[config.mk]
export PLATFORM = sky130hd
export DESIGN_NAME = pc_uart_rx
export DESIGN_NICKNAME = d
export VERILOG_FILES = /design/src/rtl/uart_pkg.sv /design/src/rtl/uart_sync2.sv /design/src/rtl/pc_uart_rx.sv
export SDC_FILE = /design/constraint.sdc
export NUM_CORES = 1
export LEC_CHECK = 0
export CORE_MARGIN = 1.5
export CORE_UTILIZATION = 45
export CTS_BUF_LIST = sky130_fd_sc_hd__clkbuf_4 sky130_fd_sc_hd__clkbuf_8
export CTS_CLUSTER_SIZE = 40
export DETAILED_ROUTE_END_ITERATION = 8
export DONT_BUFFER_PORTS = 1
export HOLD_SLACK_MARGIN = 0.02
export PLACE_DENSITY = 0.59
export SETUP_SLACK_MARGIN = 0.3
export SYNTH_ARGS = -nofsm -noshare
export SYNTH_HDL_FRONTEND = slang
export SYNTH_SLANG_ARGS = --single-unit
[constraint.sdc]
create_clock -name clk -period 2.7 [get_ports clk]
set_input_delay 0.54 -clock clk [delete_from_list [all_inputs] [get_ports clk]]
set_output_delay 0.54 -clock clk [all_outputs]
set_load 0.02 [all_outputs]
[src/rtl/uart_pkg.sv]
// Shared UART definitions: bit timing, data width and receiver state encoding.
package uart_pkg;

  localparam int unsigned BAUD_CNT_19200 = 2604;
  localparam int unsigned DATA_BITS      = 8;

  typedef enum logic [1:0] {
    IDLE,
    START,
    DATA,
    STOP
  } rx_state_t;

endpackage

[src/rtl/uart_sync2.sv]
// Two-flop synchronizer for an asynchronous single-bit input; reset value selectable.
module uart_sync2 #(
  parameter logic RST_VAL = 1'b1
) (
  input  logic clk_i,
  input  logic rst_ni,
  input  logic d_i,
  output logic q_o
);

  logic meta_q;
  logic sync_q;

  always_ff @(posedge clk_i or negedge rst_ni) begin
    if (!rst_ni) begin
      meta_q <= RST_VAL;
      sync_q <= RST_VAL;
    end else begin
      meta_q <= d_i;
      sync_q <= meta_q;
    end
  end

  assign q_o = sync_q;

endmodule

[src/rtl/pc_uart_rx.sv]
// 8N1 UART receiver with mid-bit sampling and a sticky rdy flag.
// Define UART_RX_FRAME_ERR_EN to add frm_err and reject frames with a 0 stop bit.
module pc_uart_rx
  import uart_pkg::*;
#(
  parameter int unsigned BAUD_CNT = BAUD_CNT_19200,
  parameter int unsigned HALF_CNT = BAUD_CNT / 2
) (
  input  logic                 clk,
  input  logic                 rst_n,
  input  logic                 rx,
  input  logic                 clr_rdy,
  output logic [DATA_BITS-1:0] rx_data,
  output logic                 rdy
`ifdef UART_RX_FRAME_ERR_EN
  ,
  output logic                 frm_err
`endif
);

  localparam logic [11:0] HALF_LD = 12'(HALF_CNT);
  localparam logic [11:0] BAUD_LD = 12'(BAUD_CNT - 1);

  logic                 rx_s;
  logic                 strobe;
  rx_state_t            state_q, state_d;
  logic [11:0]          baud_q,  baud_d;
  logic [3:0]           bit_q,   bit_d;
  logic [DATA_BITS-1:0] shift_q, shift_d;
  logic [DATA_BITS-1:0] data_q,  data_d;
  logic                 rdy_q,   rdy_d;
`ifdef UART_RX_FRAME_ERR_EN
  logic                 ferr_q,  ferr_d;
`endif

  uart_sync2 #(.RST_VAL(1'b1)) u_rx_sync (
    .clk_i  (clk),
    .rst_ni (rst_n),
    .d_i    (rx),
    .q_o    (rx_s)
  );

  always_ff @(posedge clk or negedge rst_n) begin
    if (!rst_n) begin
      state_q <= IDLE;
      baud_q  <= '0;
      bit_q   <= '0;
      shift_q <= '0;
      data_q  <= '0;
      rdy_q   <= 1'b0;
`ifdef UART_RX_FRAME_ERR_EN
      ferr_q  <= 1'b0;
`endif
    end else begin
      state_q <= state_d;
      baud_q  <= baud_d;
      bit_q   <= bit_d;
      shift_q <= shift_d;
      data_q  <= data_d;
      rdy_q   <= rdy_d;
`ifdef UART_RX_FRAME_ERR_EN
      ferr_q  <= ferr_d;
`endif
    end
  end

  assign strobe = (state_q != IDLE) && (baud_q == '0);

  always_comb begin
    state_d = state_q;
    baud_d  = baud_q;
    bit_d   = bit_q;
    shift_d = shift_q;
    data_d  = data_q;
    rdy_d   = rdy_q;
`ifdef UART_RX_FRAME_ERR_EN
    ferr_d  = ferr_q;
`endif

    // Clears are applied first so a same-cycle set below takes priority.
    if (clr_rdy) begin
      rdy_d  = 1'b0;
`ifdef UART_RX_FRAME_ERR_EN
      ferr_d = 1'b0;
`endif
    end

    if (state_q != IDLE) begin
      baud_d = strobe ? BAUD_LD : baud_q - 12'd1;
      bit_d  = strobe ? bit_q + 4'd1 : bit_q;
    end

    unique case (state_q)
      IDLE: begin
        if (!rx_s) begin
          baud_d  = HALF_LD;
          bit_d   = '0;
          rdy_d   = 1'b0;
          state_d = START;
        end
      end
      START: begin
        if (strobe) state_d = rx_s ? IDLE : DATA;
      end
      DATA: begin
        if (strobe) begin
          shift_d = {rx_s, shift_q[DATA_BITS-1:1]};
          if (bit_q == 4'(DATA_BITS)) state_d = STOP;
        end
      end
      STOP: begin
        if (strobe) begin
          state_d = IDLE;
`ifdef UART_RX_FRAME_ERR_EN
          if (rx_s) begin
            data_d = shift_q;
            rdy_d  = 1'b1;
            ferr_d = 1'b0;
          end else begin
            ferr_d = 1'b1;
          end
`else
          data_d = shift_q;
          rdy_d  = 1'b1;
`endif
        end
      end
      default: state_d = IDLE;
    endcase
  end

  assign rx_data = data_q;
  assign rdy     = rdy_q;
`ifdef UART_RX_FRAME_ERR_EN
  assign frm_err = ferr_q;
`endif

endmodule

# Word level (Yosys, flattened, before mapping)

Cells that the tools add are included.

Register bits: 37
Bits in latches: 0
Memory bits (writable): 0
ROM bits: 0
Memories: 0

Add/sub/neg operators: 2
$mul: 0
Divide/modulo/power cells: 0
Order comparisons: 0
Equal/unequal tests: 9
Shift operators: 0
Mux-type cells: 19
Bitwise logic cells: 0
Reduce and logical (&&, ||, !) cells: 7

Operators with widths:

| operator                | count |
|---|---|
| $mux W12                | 4 |
| $mux W4                 | 4 |
| $logic_not A12 Y1       | 1 |
| $mux W2                 | 6 |
| $sub A12 B1 Y12 const B | 1 |
| $ne A2 B2 Y1 const B    | 5 |
| $pmux W2 S4             | 1 |
| $reduce_and A5 Y1       | 1 |
| $add A4 B1 Y4 const B   | 1 |
| $eq A2 B2 Y1 const B    | 2 |
| $eq A4 B4 Y1 const B    | 1 |
| $reduce_and A2 Y1       | 2 |
| $mux W1                 | 3 |
| $eq A2 B1 Y1 const B    | 1 |
| $logic_not A2 Y1        | 1 |
| $pmux W1 S2             | 1 |
| $reduce_bool A2 Y1      | 1 |
| $logic_and A1 B1 Y1     | 1 |

# Depth between registers and ports, before layout

Gate-level depths: netlist of the first run.

Depth in word-level cells: 6
Depth in mapped cells: 7
Mapped depth without buffers: 6

# Modules after synthesis

Synthesis of the first run repeated with hierarchy kept, for this count alone.

Cells, all modules: 152
Area total of the unflattened synthesis: 1,811.7 µm²

By module, submodules not included:

| module     | times used | cells each | area each (µm²) |
|---|---|---|---|
| pc_uart_rx | 1          | 150        | 1,759.2 |
| uart_sync2 | 1          | 2          | 52.6 |

# Worst setup path before layout of the first run

Ideal clock, no wire load.

Path type: flip-flop to flip-flop
Start: register state_q[0]
End: register data_q[0] (netlist: rx_data[0])
Library setup time: 0.125 ns
Data arrival time: 1.787 ns
Required time: 2.575 ns
Path slack: 0.788 ns
Cell stages (with the launch flop): 8
Buffers on the path: 1
Period minus slack after synthesis: 1.912 ns
Path through: dfrtp_1 -> inv_1 -> ha_1 -> nor4b_2 -> and3_1 -> buf_6 -> nand2_8 -> mux2_4

Word-level cells in the longest chain between the ends: 3
Elaborated cells on any way between the ends: 4
Classes of those cells: 1 x eq/ne; 3 x reduce/logical

Ends and longest elaborated chain:

| element                         | line             | source |
|---|---|---|
| start: declaration              | pc_uart_rx.sv:26 | `rx_state_t state_q, state_d;` |
| start signal: assignment        | pc_uart_rx.sv:55 | `state_q <= state_d;` |
| $reduce_bool A2 Y1              | pc_uart_rx.sv:67 | `assign strobe = (state_q != IDLE) && (baud_q == '0);` |
| $logic_and A1 B1 Y1             | pc_uart_rx.sv:67 |  |
| $reduce_and A2 Y1 (no line) (*) | n/a              |  |
| end signal: assignment          | pc_uart_rx.sv:59 | `data_q <= data_d;` |
| end: declaration                | pc_uart_rx.sv:30 | `logic [DATA_BITS-1:0] data_q, data_d;` |

Mark *: on every way between the ends. The rest lies on a longest branch, timed or not.
A chain may end at the register's enable or synchronous reset.

# Final worst setup path of the first run

Start: register state_q[0]
End: register data_q[5] (netlist: rx_data[5])

Same word-level chain as after synthesis.

==> metrics.log, run 1 <==
[metrics] status: finished clean
[metrics] count of final hold-check violations: 0
[metrics] cell-by-cell listing of the critical path: inv_1 > ha_1 > nor4b_2 > and3_1 > nand2_8 > mux2_4
[metrics] worst hold-check path type: input port to asynchronous set/reset pin
[metrics] cell type group with the largest total delay on the critical path: simple AND/OR/NAND/NOR gates
[metrics] Layout Area Growth over Synthesis: 10.1%
[metrics] global-route wire length before repair: roughly 5500 µm
[metrics] remaining number of nets flagged by the antenna check after routing: 0
[metrics] CTS clock-pin slew for the worst setup and hold paths: ~0.07 ns
[metrics] number of remaining DRC errors: 0
[metrics] Die Width: ~70 µm
[metrics] total I/O pin count: 13
[metrics] relative slew slack: between 60 and 70%
[metrics] fraction of the cycle the final worst path needs: a little over four fifths
[metrics] share of synthesized area occupied by flip-flops and latches: 48.4%
[metrics] Synthesized Nets: approximately 160
[metrics] worst vdd ir: between 0.2 and 0.25 mV
[metrics] leakage power total: around 0.00098 µW
[metrics] FF+latch count, synth: 37
[metrics] count of non-filler cells in the finished layout: 213
[metrics] TritonCTS clock tree: done
[metrics] Critical R2R Capture: rx_data[5]
[metrics] Critical R2R Launch: state_q[0]
[metrics] Critical Path End Type: register
[metrics] number of stages on the worst setup path: 6
[metrics] half-perimeter wire length of the detailed placement result: 2270 µm
[metrics] Distinct cells, synth: 40
[metrics] Inserted Clock Buffers: 5
[metrics] violation count after the first detailed-routing iteration: between 40 and 50
[metrics] placer congestion estimate: between 0.8 and 0.9
[metrics] length of the first detailed-routing pass in iterations: 4
[metrics] Die Outline Area: 4660 µm²
[metrics] largest net degree at the start of global routing: 36
[metrics] initial antenna violation count: 0
[metrics] post-cts sizing count: 0
[metrics] overall overflow remaining after global route: 0
[metrics] number of clock sinks: 37
[metrics] crit start category: register
[metrics] Yosys warning total: 0
[metrics] number of setup violations in the final report: 0
[metrics] number of global-route vias before repair: around 1100
[metrics] crit path max-delay cell type: sky130_fd_sc_hd__and3_1
[metrics] Sum Neg Setup Slack: 0 ns
[metrics] Worst setup endpoint: rx_data[5]
[metrics] NumNets Final: 174
[metrics] Die H: approximately 68 µm
[metrics] Post-Syn Instances: 152
[metrics] setup repair after global routing missed its margin: false
[metrics] library cell used as clock root buffer: sky130_fd_sc_hd__clkbuf_8
[metrics] power density cells: approximately 460 nW/µm²
[metrics] final standard cell utilization of the core: a little over half
[metrics] final max-slew violation count: 0
[metrics] worst-path fanout max: 8
[metrics] Post-CTS Repair Setup Buffers: 0
[metrics] Placed Instances: between 200 and 250
[metrics] worst path bufs/invs: 1
[metrics] overall power after layout: 975 µW
[metrics] final WL: approximately 3400 µm
[metrics] std cell rows: 23
[metrics] worst path arrival time: 2.44 ns
[metrics] clk_lat worst skew: 0.28 ns
[metrics] critical path launch point: state_q[0]
[metrics] longest individual stage delay on the worst path: roughly 0.57 ns
[metrics] reg-to-reg setup timing slack: roughly 0.43 ns
[metrics] initial standard-cell utilization of the core: 47.3%
[metrics] critical path type: register to register
[metrics] transition time at the pin with the least slew margin: between 0.5 and 0.6 ns
[metrics] fmax: approximately 0.44 GHz
[metrics] Vias: about 1200
[metrics] vias per cell: between 5 and 6
[metrics] worst endpoint required time: 2.87 ns
[metrics] CTS H-tree depth: 2
[metrics] average detailed-routed wire length per instance: about 16 µm
[metrics] depth of the worst register-to-register path: 6
[metrics] Clock Tree Buf Depth: 2
[metrics] setup clock skew after layout: ~0.0024 ns
[metrics] post-synthesis average cell area: 12.6 µm²
[metrics] fraction of final layout cells sized beyond drive strength 1: between 20 and 30%
[metrics] port buffer count: 0
[metrics] netlist area before placement: 1920 µm²
[metrics] GRT Total Usage: 16.3%
[metrics] minimum clock period after layout: ~2.3 ns
[metrics] fill count: between 300 and 400
[metrics] count of inserted antenna diode cells: 0
[metrics] max cap viols: 0
[metrics] standard cell core area: around 4100 µm²
## final cells by class
class	count	area (µm²)	share of cell area (%)
tap	50	62.6	2.96
multi-input combinational	104	941	44.5
sequential	37	928	44.0
clock buffer	6	82.6	3.91
clock inverter	2	13.8	0.652
inverter	9	33.8	1.60
timing repair buffer	5	50.0	2.37
## worst register-to-register path: cells and delay by family (launching register included)
family                   cells  cell delay [ns]
buffers and inverters        1             0.12
AND/OR/NAND/NOR              3             1.05
flip-flops                   1             0.43
multiplexers                 1             0.33
adder cells (fa/ha/maj)      1             0.23
## per-layer routing
| layer | part of all wire, % | global-route usage [%] | up-vias |
|---|---|---|---|
| met5 | 0 | 0 | - |
| met4 | 1.2 | 6.00 | 0 |
| met1 | 50 | 22.2 | 578 |
| met2 | 45 | 24.4 | 21 |
| met3 | 3.4 | 5.10 | 4 |
| li1 | - | - | 558 |
## worst min path at each step
stage | start | endpoint | slack (ns) | cells after the start
after detailed placement | rst_n | baud_q[7] | 0.25 | 0
after global placement | rst_n | baud_q[7] | 0.25 | 0
final | rst_n | baud_q[6] | 0.08 | 1
after CTS | rst_n | baud_q[7] | 0.08 | 1
after global routing | rst_n | u_rx_sync.meta_q | 0.07 | 0
after floorplan | rst_n | asynchronous set/reset pin | 0.24 | 0
## per-stage QoR
| step | area [µm²] | hold WS, ns | worst slack [ns] |
|---|---|---|---|
| global placement | 2000 | 0.246 | 0.534 |
| CTS | 2110 | 0.0802 | 0.442 |
| floorplan | 1920 | 0.244 | 0.788 |
| finish | 2110 | 0.0815 | 0.432 |
| global route | 2110 | 0.0716 | 0.308 |
| detailed placement | 2000 | 0.246 | 0.457 |
## layout by cell type (no fill, tap or decap), drive strengths merged, types with 3 or more instances in the layout
cell type | Yosys | final
dfrtp | 35 | 35
o21ai | 6 | 6
inv | 9 | 9
o211ai | 3 | 3
xnor2 | 5 | 5
a21oi | 4 | 4
ha | 8 | 8
nand2 | 11 | 11
nor3 | 5 | 5
nor4 | 4 | 4
or4 | 3 | 3
nor2b | 4 | 4
buf | 1 | 5
nand3 | 5 | 5
mux2 | 17 | 17
nor2 | 5 | 5
xor2 | 4 | 4
clkbuf | 1 | 6
## synth_stat cells, drive strengths merged
library cell / n / area share (%)
and3b: 1 / 0.46
or4: 3 / 1.4
or2: 1 / 0.33
o21ai: 6 / 1.6
ha: 8 / 5.2
a21oi: 4 / 1.0
nand3b: 1 / 0.39
or3: 2 / 0.65
o21a: 1 / 0.39
xnor2: 5 / 2.3
nand2b: 1 / 0.33
o211ai: 3 / 1.2
nor4: 4 / 3.5
mux2: 17 / 13
nor2b: 4 / 1.3
dfstp: 2 / 2.7
clkbuf: 1 / 0.20
dfrtp: 35 / 46
o41ai: 1 / 0.46
nand3: 5 / 1.8
xor2: 4 / 1.8
o31ai: 1 / 0.39
nor3b: 1 / 0.39
nor4b: 2 / 1.6
o311ai: 2 / 0.91
nor2: 5 / 0.98
nor3: 5 / 1.3
a31oi: 1 / 0.33
inv: 9 / 1.8
o32a: 1 / 0.52
a21boi: 1 / 0.39
buf: 1 / 0.59
nand4: 1 / 0.33
and3: 2 / 0.65
nand2: 11 / 3.8
## cells by family after synthesis
logic type | after synthesis | synth area share, %
simple gates | 49 | 19.2
flops | 37 | 48.4
compound gates | 21 | 7.18
mux | 17 | 13.3
buf+inv | 11 | 2.54
xor+xnor | 9 | 4.11
fa+ha+maj | 8 | 5.22
## where the power goes
part	internal, µW	switching, µW	total [µW]	leakage [µW]
logic	3.67	10.4	14.1	0.000450
clock network	207	195	402	0.0000512
registers	557	2.03	559	0.000475
## flip-flops by register name (all words and copies together) (netlist names), named ones only
name,count
state_q,1
u_rx_sync.q_o,1
shift_q,8
bit_q,4
rdy,1
u_rx_sync.meta_q,1
rx_data,8
baud_q,12
## repair_timing
item	4_1_cts	5_1_grt
endpoints found under the setup margin	0	0
hold buffers	1	0
endpoints found under the hold margin	35	0
No activity file was read; power rests on OpenSTA's default activity.
==> run 2: changes to the inputs <==
--- a/config.mk
+++ b/config.mk
@@ -12,7 +12,7 @@
 export DETAILED_ROUTE_END_ITERATION = 8
 export DONT_BUFFER_PORTS = 1
 export HOLD_SLACK_MARGIN = 0.02
-export PLACE_DENSITY = 0.59
+export PLACE_DENSITY = 0.61
 export SETUP_SLACK_MARGIN = 0.3
 export SYNTH_ARGS = -nofsm -noshare
 export SYNTH_HDL_FRONTEND = slang
==> constraint.sdc (replaced) <==
create_clock -name clk -period 1.86 [get_ports clk]
set_input_delay 0.372 -clock clk [delete_from_list [all_inputs] [get_ports clk]]
set_output_delay 0.372 -clock clk [all_outputs]
set_load 0.02 [all_outputs]
==> run 2 against run 1 <==
Non-clock buffer count grew 26. Design area rose by 20%. Critical endpoint is now shift_q[2]. Sequential share of layout area is 7.0 points lower. Critical path type unchanged. Clock-buffer cell count down 1. Via count rose by 9.2%. Largest cell class unchanged. Die area is the same. Register-to-register slack got worse by 0.30 ns. Clock power increased by 76%.
==> metrics.log, run 2 (same netlist as run 1, synthesis figures left out) <==
[metrics] status: finished clean (unchanged)
[metrics] leakage power total: 0.00118 µW (was 0.000976 µW)
[metrics] port buffer count: 0 (unchanged)
[metrics] GRT Total Usage: 18.0% (was 16.3%)
[metrics] Largest register FFs: 12 (unchanged)
[metrics] largest net degree at the start of global routing: 38 (was 36)
[metrics] average detailed-routed wire length per instance: 17.0 µm (was 15.9 µm)
[metrics] worst vdd ir: 0.444 mV (was 0.225 mV)
[metrics] most common cell after layout, fill and taps aside: sky130_fd_sc_hd__dfrtp_1 (unchanged)
[metrics] worst hold-check path type: input port to register (was input port to asynchronous set/reset pin)
[metrics] std cell rows: 23 (unchanged)
[metrics] violation count after the first detailed-routing iteration: 53 (was 46)
[metrics] worst endpoint required time: 2.04 ns (was 2.87 ns)
[metrics] crit start category: register (unchanged)
[metrics] half-perimeter wire length of the detailed placement result: 2630 µm (was 2270 µm)
[metrics] count of final hold-check violations: 0 (unchanged)
[metrics] number of remaining DRC errors: 0 (unchanged)
[metrics] Layout Area Growth over Synthesis: 31.9% (was 10.1%)
[metrics] CTS clock-pin slew for the worst setup and hold paths: 0.08 ns (was 0.07 ns)
[metrics] TritonCTS clock tree: done (unchanged)
[metrics] critical path type: register to register (unchanged)
[metrics] Die Width: 68.3 µm (unchanged)
[metrics] number of clock sinks: 37 (unchanged)
[metrics] final WL: 4060 µm (was 3400 µm)
[metrics] worst path arrival time: 1.91 ns (was 2.44 ns)
[metrics] count of inserted antenna diode cells: 0 (unchanged)
[metrics] Biggest register: baud_q (unchanged)
[metrics] Clock Tree Buf Depth: 2 (unchanged)
[metrics] setup repair after global routing missed its margin: true (was false)
[metrics] crit path max-delay cell type: sky130_fd_sc_hd__dfrtp_1 (was sky130_fd_sc_hd__and3_1)
[metrics] internal power of the cells: 1220 µW (was 767 µW)
[metrics] Reg power frac: 52.5% (was 57.3%)
[metrics] fmax: 0.580 GHz (was 0.441 GHz)
[metrics] relative slew slack: 66.9% (was 63.4%)
[metrics] final standard cell utilization of the core: 62.3% (was 52.1%)
[metrics] placer congestion estimate: 0.747 (was 0.828)
[metrics] Inserted Clock Buffers: 5 (unchanged)
[metrics] cell type group with the largest total delay on the critical path: simple AND/OR/NAND/NOR gates (unchanged)
[metrics] length of the first detailed-routing pass in iterations: 4 (unchanged)
[metrics] setup clock skew after layout: 0.00547 ns (was 0.00241 ns)
[metrics] longest individual stage delay on the worst path: 0.37 ns (was 0.57 ns)
[metrics] global-route wire length before repair: 6030 µm (was 5480 µm)
[metrics] Sw Ratio: 21.3% (about the same)
[metrics] Sum Neg Setup Slack: 0 ns (unchanged)
[metrics] remaining number of nets flagged by the antenna check after routing: 0 (unchanged)
[metrics] max cap viols: 0 (unchanged)
[metrics] total net switching power: 328 µW (was 208 µW)
[metrics] Die Outline Area: 4660 µm² (unchanged)
[metrics] cell-by-cell listing of the critical path: inv_2 > ha_4 > nor4b_4 > and3_4 > buf_12 > nand2_8 > mux2_4 (was inv_1 > ha_1 > nor4b_2 > and3_1 > nand2_8 > mux2_4)
[metrics] worst path bufs/invs: 2 (was 1)
[metrics] vias per cell: 5.31 (was 5.45)
[metrics] Die H: 68.3 µm (unchanged)
[metrics] overall overflow remaining after global route: 0 (unchanged)
[metrics] minimum clock period after layout: 1.73 ns (was 2.27 ns)
[metrics] power density cells: 610 nW/µm² (was 461 nW/µm²)
[metrics] number of global-route vias before repair: 1299 (was 1141)
[metrics] fraction of the cycle the final worst path needs: 92.8% (was 84.0%)
[metrics] transition time at the pin with the least slew margin: 0.492 ns (was 0.549 ns)
[metrics] NumNets Final: 200 (was 174)
[metrics] worst-path fanout max: 8 (unchanged)
[metrics] initial antenna violation count: 0 (unchanged)
[metrics] CTS H-tree depth: 2 (unchanged)
[metrics] library cell used as clock root buffer: sky130_fd_sc_hd__clkbuf_8 (unchanged)
[metrics] final max-slew violation count: 0 (unchanged)
[metrics] initial standard-cell utilization of the core: 47.3% (unchanged)
[metrics] most used cells in the layout excluding fill and tap cells: sky130_fd_sc_hd__dfrtp_1, sky130_fd_sc_hd__buf_4, sky130_fd_sc_hd__mux2_4, sky130_fd_sc_hd__nand2_1, sky130_fd_sc_hd__buf_6 (was sky130_fd_sc_hd__dfrtp_1, sky130_fd_sc_hd__mux2_4, sky130_fd_sc_hd__inv_1, sky130_fd_sc_hd__nand2_1, sky130_fd_sc_hd__ha_1)
[metrics] number of setup violations in the final report: 0 (unchanged)
[metrics] fraction of power consumed by combinational cells: 1.5% (was 1.4%)
[metrics] clk_lat worst skew: 0.30 ns (was 0.28 ns)
[metrics] standard cell core area: 4060 µm² (unchanged)
[metrics] Critical Path End Type: register (unchanged)
[metrics] fraction of final layout cells sized beyond drive strength 1: 48.7% (was 27.0%)
[metrics] clock power share: 46.0% (was 41.2%)
[metrics] total I/O pin count: 13 (unchanged)
[metrics] Vias: 1268 (was 1161)
run 2: metal layers:
layer	vias to the layer above	track usage (%)	wire length (µm)
met5	-	0	0
met3	2	5.43	105
li1	618	-	-
met1	632	22.4	1880
met4	0	4.50	23
met2	16	30.6	2050
run 2: through the flow:
| step | hold slack, ns | std cells | power (µW) | area, µm² | worst slack [ns] |
|---|---|---|---|---|---|
| final | 0.0664 | 239 | 1540 | 2530 | 0.135 |
| after global routing | 0.0534 | 239 | 1590 | 2530 | 0.0662 |
| after CTS | 0.0587 | 230 | 1560 | 2340 | 0.130 |
| after detailed placement | 0.0781 | 216 | 828 | 2130 | 0.0367 |
| after global placement | 0.0777 | 216 | 828 | 2130 | 0.0970 |
| after floorplan | 0.0764 | 152 | 827 | 1950 | 0.0391 |
run 2: power groups by stage:
stage | clock network, µW | logic, µW | registers [µW]
2_1_floorplan | 0 | 1.22 | 825
3_3_place_gp | 0 | 1.29 | 827
3_5_place_dp | 0 | 1.31 | 827
4_1_cts | 725 | 24.7 | 811
5_1_grt | 754 | 27.5 | 811
6_report | 709 | 23.3 | 811
run 2: repair_timing:
action                     CTS  global route
setup endpoints to repair   26            34
resized for setup           12            27
hold endpoints to repair    37             0
pin swaps                    3             9
hold buffers                 2             0
buffers inserted             4             9
run 2: final cells by class:
| class | instances | area, µm² |
|---|---|---|
| fill | 296 | 1530 |
| multi-input combinational | 104 | 1090 |
| sequential | 37 | 935 |
| timing repair buffer | 31 | 295 |
| clock buffer | 5 | 68.8 |
| tap | 50 | 62.6 |
| clock inverter | 3 | 46.3 |
| inverter | 9 | 33.8 |
run 2: worst paths after layout:
path,depth (start not counted),end,from,slack (ns)
setup / recovery,7,shift_q[2],state_q[0],0.13
hold / removal,0,u_rx_sync.meta_q,rx,0.07
setup reg to reg,7,shift_q[2],state_q[0],0.13
hold reg to reg,0,u_rx_sync.q_o,u_rx_sync.meta_q,0.36
max in group asynchronous,2,u_rx_sync.meta_q,rst_n,1.08
min in group asynchronous,2,baud_q[11],rst_n,0.53
==> run 3: changes to the inputs <==
==> constraint.sdc (replaced) <==
create_clock -name clk -period 1.86 [get_ports clk]
set_input_delay 0.279 -clock clk [delete_from_list [all_inputs] [get_ports clk]]
set_output_delay 0.279 -clock clk [all_outputs]
set_load 0.02 [all_outputs]
==> run 3 against run 2 <==
Sequential share of layout area is 0.15 points lower. Wire length barely moved. Critical endpoint unchanged. Highest routed layer unchanged. Core utilization rose by 0.25 points.
==> metrics.log, run 3 (same netlist as run 1, synthesis figures left out) <==
[metrics] status: finished clean (unchanged)
[metrics] GRT Total Usage: 18.1% (was 18.0%)
[metrics] worst-path fanout max: 8 (unchanged)
[metrics] standard cell core area: 4060 µm² (unchanged)
[metrics] violation count after the first detailed-routing iteration: 49 (was 53)
[metrics] relative slew slack: 66.9% (unchanged)
[metrics] setup clock skew after layout: 0.00547 ns (unchanged)
[metrics] minimum clock period after layout: 1.73 ns (about the same)
[metrics] Vias: 1272 (was 1268)
[metrics] routed metal-1 wirelength: 1880 µm (about the same)
[metrics] DR WL met3: 102 µm (was 105 µm)
[metrics] Biggest register: baud_q (unchanged)
[metrics] remaining number of nets flagged by the antenna check after routing: 0 (unchanged)
[metrics] count of final hold-check violations: 0 (unchanged)
[metrics] crit start category: register (unchanged)
[metrics] worst path arrival time: 1.91 ns (about the same)
[metrics] Die Width: 68.3 µm (unchanged)
[metrics] overall overflow remaining after global route: 0 (unchanged)
[metrics] count of non-filler cells in the finished layout: 240 (was 239)
[metrics] number of remaining DRC errors: 0 (unchanged)
[metrics] std cell rows: 23 (unchanged)
[metrics] number of clock sinks: 37 (unchanged)
[metrics] CTS clock-pin slew for the worst setup and hold paths: 0.08 ns (about the same)
[metrics] length of the first detailed-routing pass in iterations: 4 (unchanged)
[metrics] vias per cell: 5.30 (was 5.31)
[metrics] final max-slew violation count: 0 (unchanged)
[metrics] number of global-route vias before repair: 1305 (was 1299)
[metrics] initial antenna violation count: 0 (unchanged)
[metrics] power density cells: 608 nW/µm² (was 610 nW/µm²)
[metrics] Layout Area Growth over Synthesis: 32.4% (was 31.9%)
[metrics] fill count: 295 (was 296)
[metrics] library cell used as clock root buffer: sky130_fd_sc_hd__clkbuf_8 (unchanged)
[metrics] half-perimeter wire length of the detailed placement result: 2630 µm (unchanged)
[metrics] most used cells in the layout excluding fill and tap cells: sky130_fd_sc_hd__dfrtp_1, sky130_fd_sc_hd__buf_4, sky130_fd_sc_hd__mux2_4, sky130_fd_sc_hd__nand2_1, sky130_fd_sc_hd__buf_6 (unchanged)
[metrics] transition time at the pin with the least slew margin: 0.492 ns (unchanged)
[metrics] Die H: 68.3 µm (unchanged)
[metrics] fraction of the cycle the final worst path needs: 92.8% (about the same)
[metrics] TritonCTS clock tree: done (unchanged)
[metrics] most common cell after layout, fill and taps aside: sky130_fd_sc_hd__dfrtp_1 (unchanged)
[metrics] Die Outline Area: 4660 µm² (unchanged)
[metrics] leakage power total: 0.00118 µW (about the same)
[metrics] count of inserted antenna diode cells: 0 (unchanged)
[metrics] largest net degree at the start of global routing: 38 (unchanged)
[metrics] CTS H-tree depth: 2 (unchanged)
[metrics] worst endpoint required time: 2.04 ns (about the same)
[metrics] average detailed-routed wire length per instance: 16.9 µm (was 17.0 µm)
[metrics] Critical Path End Type: register (unchanged)
[metrics] Largest register FFs: 12 (unchanged)
[metrics] final WL: 4050 µm (was 4060 µm)
[metrics] worst hold-check path type: input port to register (unchanged)
[metrics] highest signal layer in the routed design: met4 (unchanged)
[metrics] clk_lat worst skew: 0.30 ns (about the same)
[metrics] Inserted Clock Buffers: 5 (unchanged)
[metrics] setup repair after global routing missed its margin: true (unchanged)
[metrics] port buffer count: 0 (unchanged)
[metrics] Placed Instances: 216 (unchanged)
[metrics] NumNets Final: 201 (was 200)
[metrics] met2 WL post-DR: 2040 µm (was 2050 µm)
[metrics] max cap viols: 0 (unchanged)
[metrics] area of the multi-input gates: 1090 µm² (unchanged)
[metrics] initial standard-cell utilization of the core: 47.3% (unchanged)
[metrics] total I/O pin count: 13 (unchanged)
[metrics] critical path type: register to register (unchanged)
[metrics] global-route wire length before repair: 6040 µm (was 6030 µm)
[metrics] Clock Tree Buf Depth: 2 (unchanged)
[metrics] number of setup violations in the final report: 0 (unchanged)
[metrics] worst vdd ir: 0.444 mV (unchanged)
[metrics] fraction of final layout cells sized beyond drive strength 1: 48.4% (was 48.7%)
[metrics] Sum Neg Setup Slack: 0 ns (unchanged)
[metrics] fmax: 0.579 GHz (was 0.580 GHz)
[metrics] sequential cell area: 935 µm² (unchanged)
[metrics] placer congestion estimate: 0.747 (unchanged)
-- run 3: power breakdown --
part / total (µW) / switching, µW / leakage, µW / internal (µW)
Clock: 710 / 309 / 0.0000543 / 401
Sequential: 811 / 3.15 / 0.000469 / 808
Combinational: 24.9 / 16.9 / 0.000661 / 8.00
-- run 3: worst paths after layout --
kind | from | endpoint | slack [ns] | depth (start not counted)
max | state_q[0] | shift_q[2] | 0.13 | 7
min | clr_rdy | rdy | 0.17 | 3
max reg2reg | state_q[0] | shift_q[2] | 0.13 | 7
min reg2reg | u_rx_sync.meta_q | u_rx_sync.q_o | 0.36 | 0
max in group asynchronous | rst_n | u_rx_sync.meta_q | 1.17 | 2
min in group asynchronous | rst_n | baud_q[11] | 0.44 | 2
-- run 3: layer usage --
layer  up-vias  global-route usage, %
li1        620                      -
met1       634                   22.4
met2        16                   30.7
met3         2                   5.43
met4         0                   4.50
met5         -                      0
-- run 3: repair_timing --
item                       CTS  global route
hold endpoints to repair    38             0
setup endpoints to repair   26            34
pin swaps                    3             9
buffers inserted             4             9
gates resized for setup     12            27
hold buffers                 3             0
-- run 3: cell type report --
type,count,share of cell area [%]
multi-input cells,104,42.9
flip-flops and latches,37,36.8
repair buffers,32,12.0
clock buffers,5,2.71
well taps,50,2.46
clock inverters,3,1.82
inverters,9,1.33
-- run 3: stage by stage --
step | worst slack (ns) | area (µm²) | hold WS [ns] | utilization, % | total power (µW)
detailed placement | 0.0367 | 2130 | -0.0149 | 52.6 | 828
finish | 0.134 | 2540 | 0.173 | 62.6 | 1550
global route | 0.0662 | 2540 | 0.191 | 62.6 | 1590
global placement | 0.0970 | 2130 | -0.0153 | 52.6 | 828
CTS | 0.130 | 2350 | 0.185 | 58.0 | 1560
floorplan | 0.0391 | 1950 | -0.0166 | - | 827
-- run 3: worst max-delay path, cell delays in order, from the launching register on --
cell and delay, ns:
sky130_fd_sc_hd__dfrtp_1 0.37, sky130_fd_sc_hd__inv_2 0.07, sky130_fd_sc_hd__ha_4 0.17, sky130_fd_sc_hd__nor4b_4 0.22, sky130_fd_sc_hd__and3_4 0.24, sky130_fd_sc_hd__buf_12 0.13, sky130_fd_sc_hd__nand2_8 0.09, sky130_fd_sc_hd__mux2_4 0.32
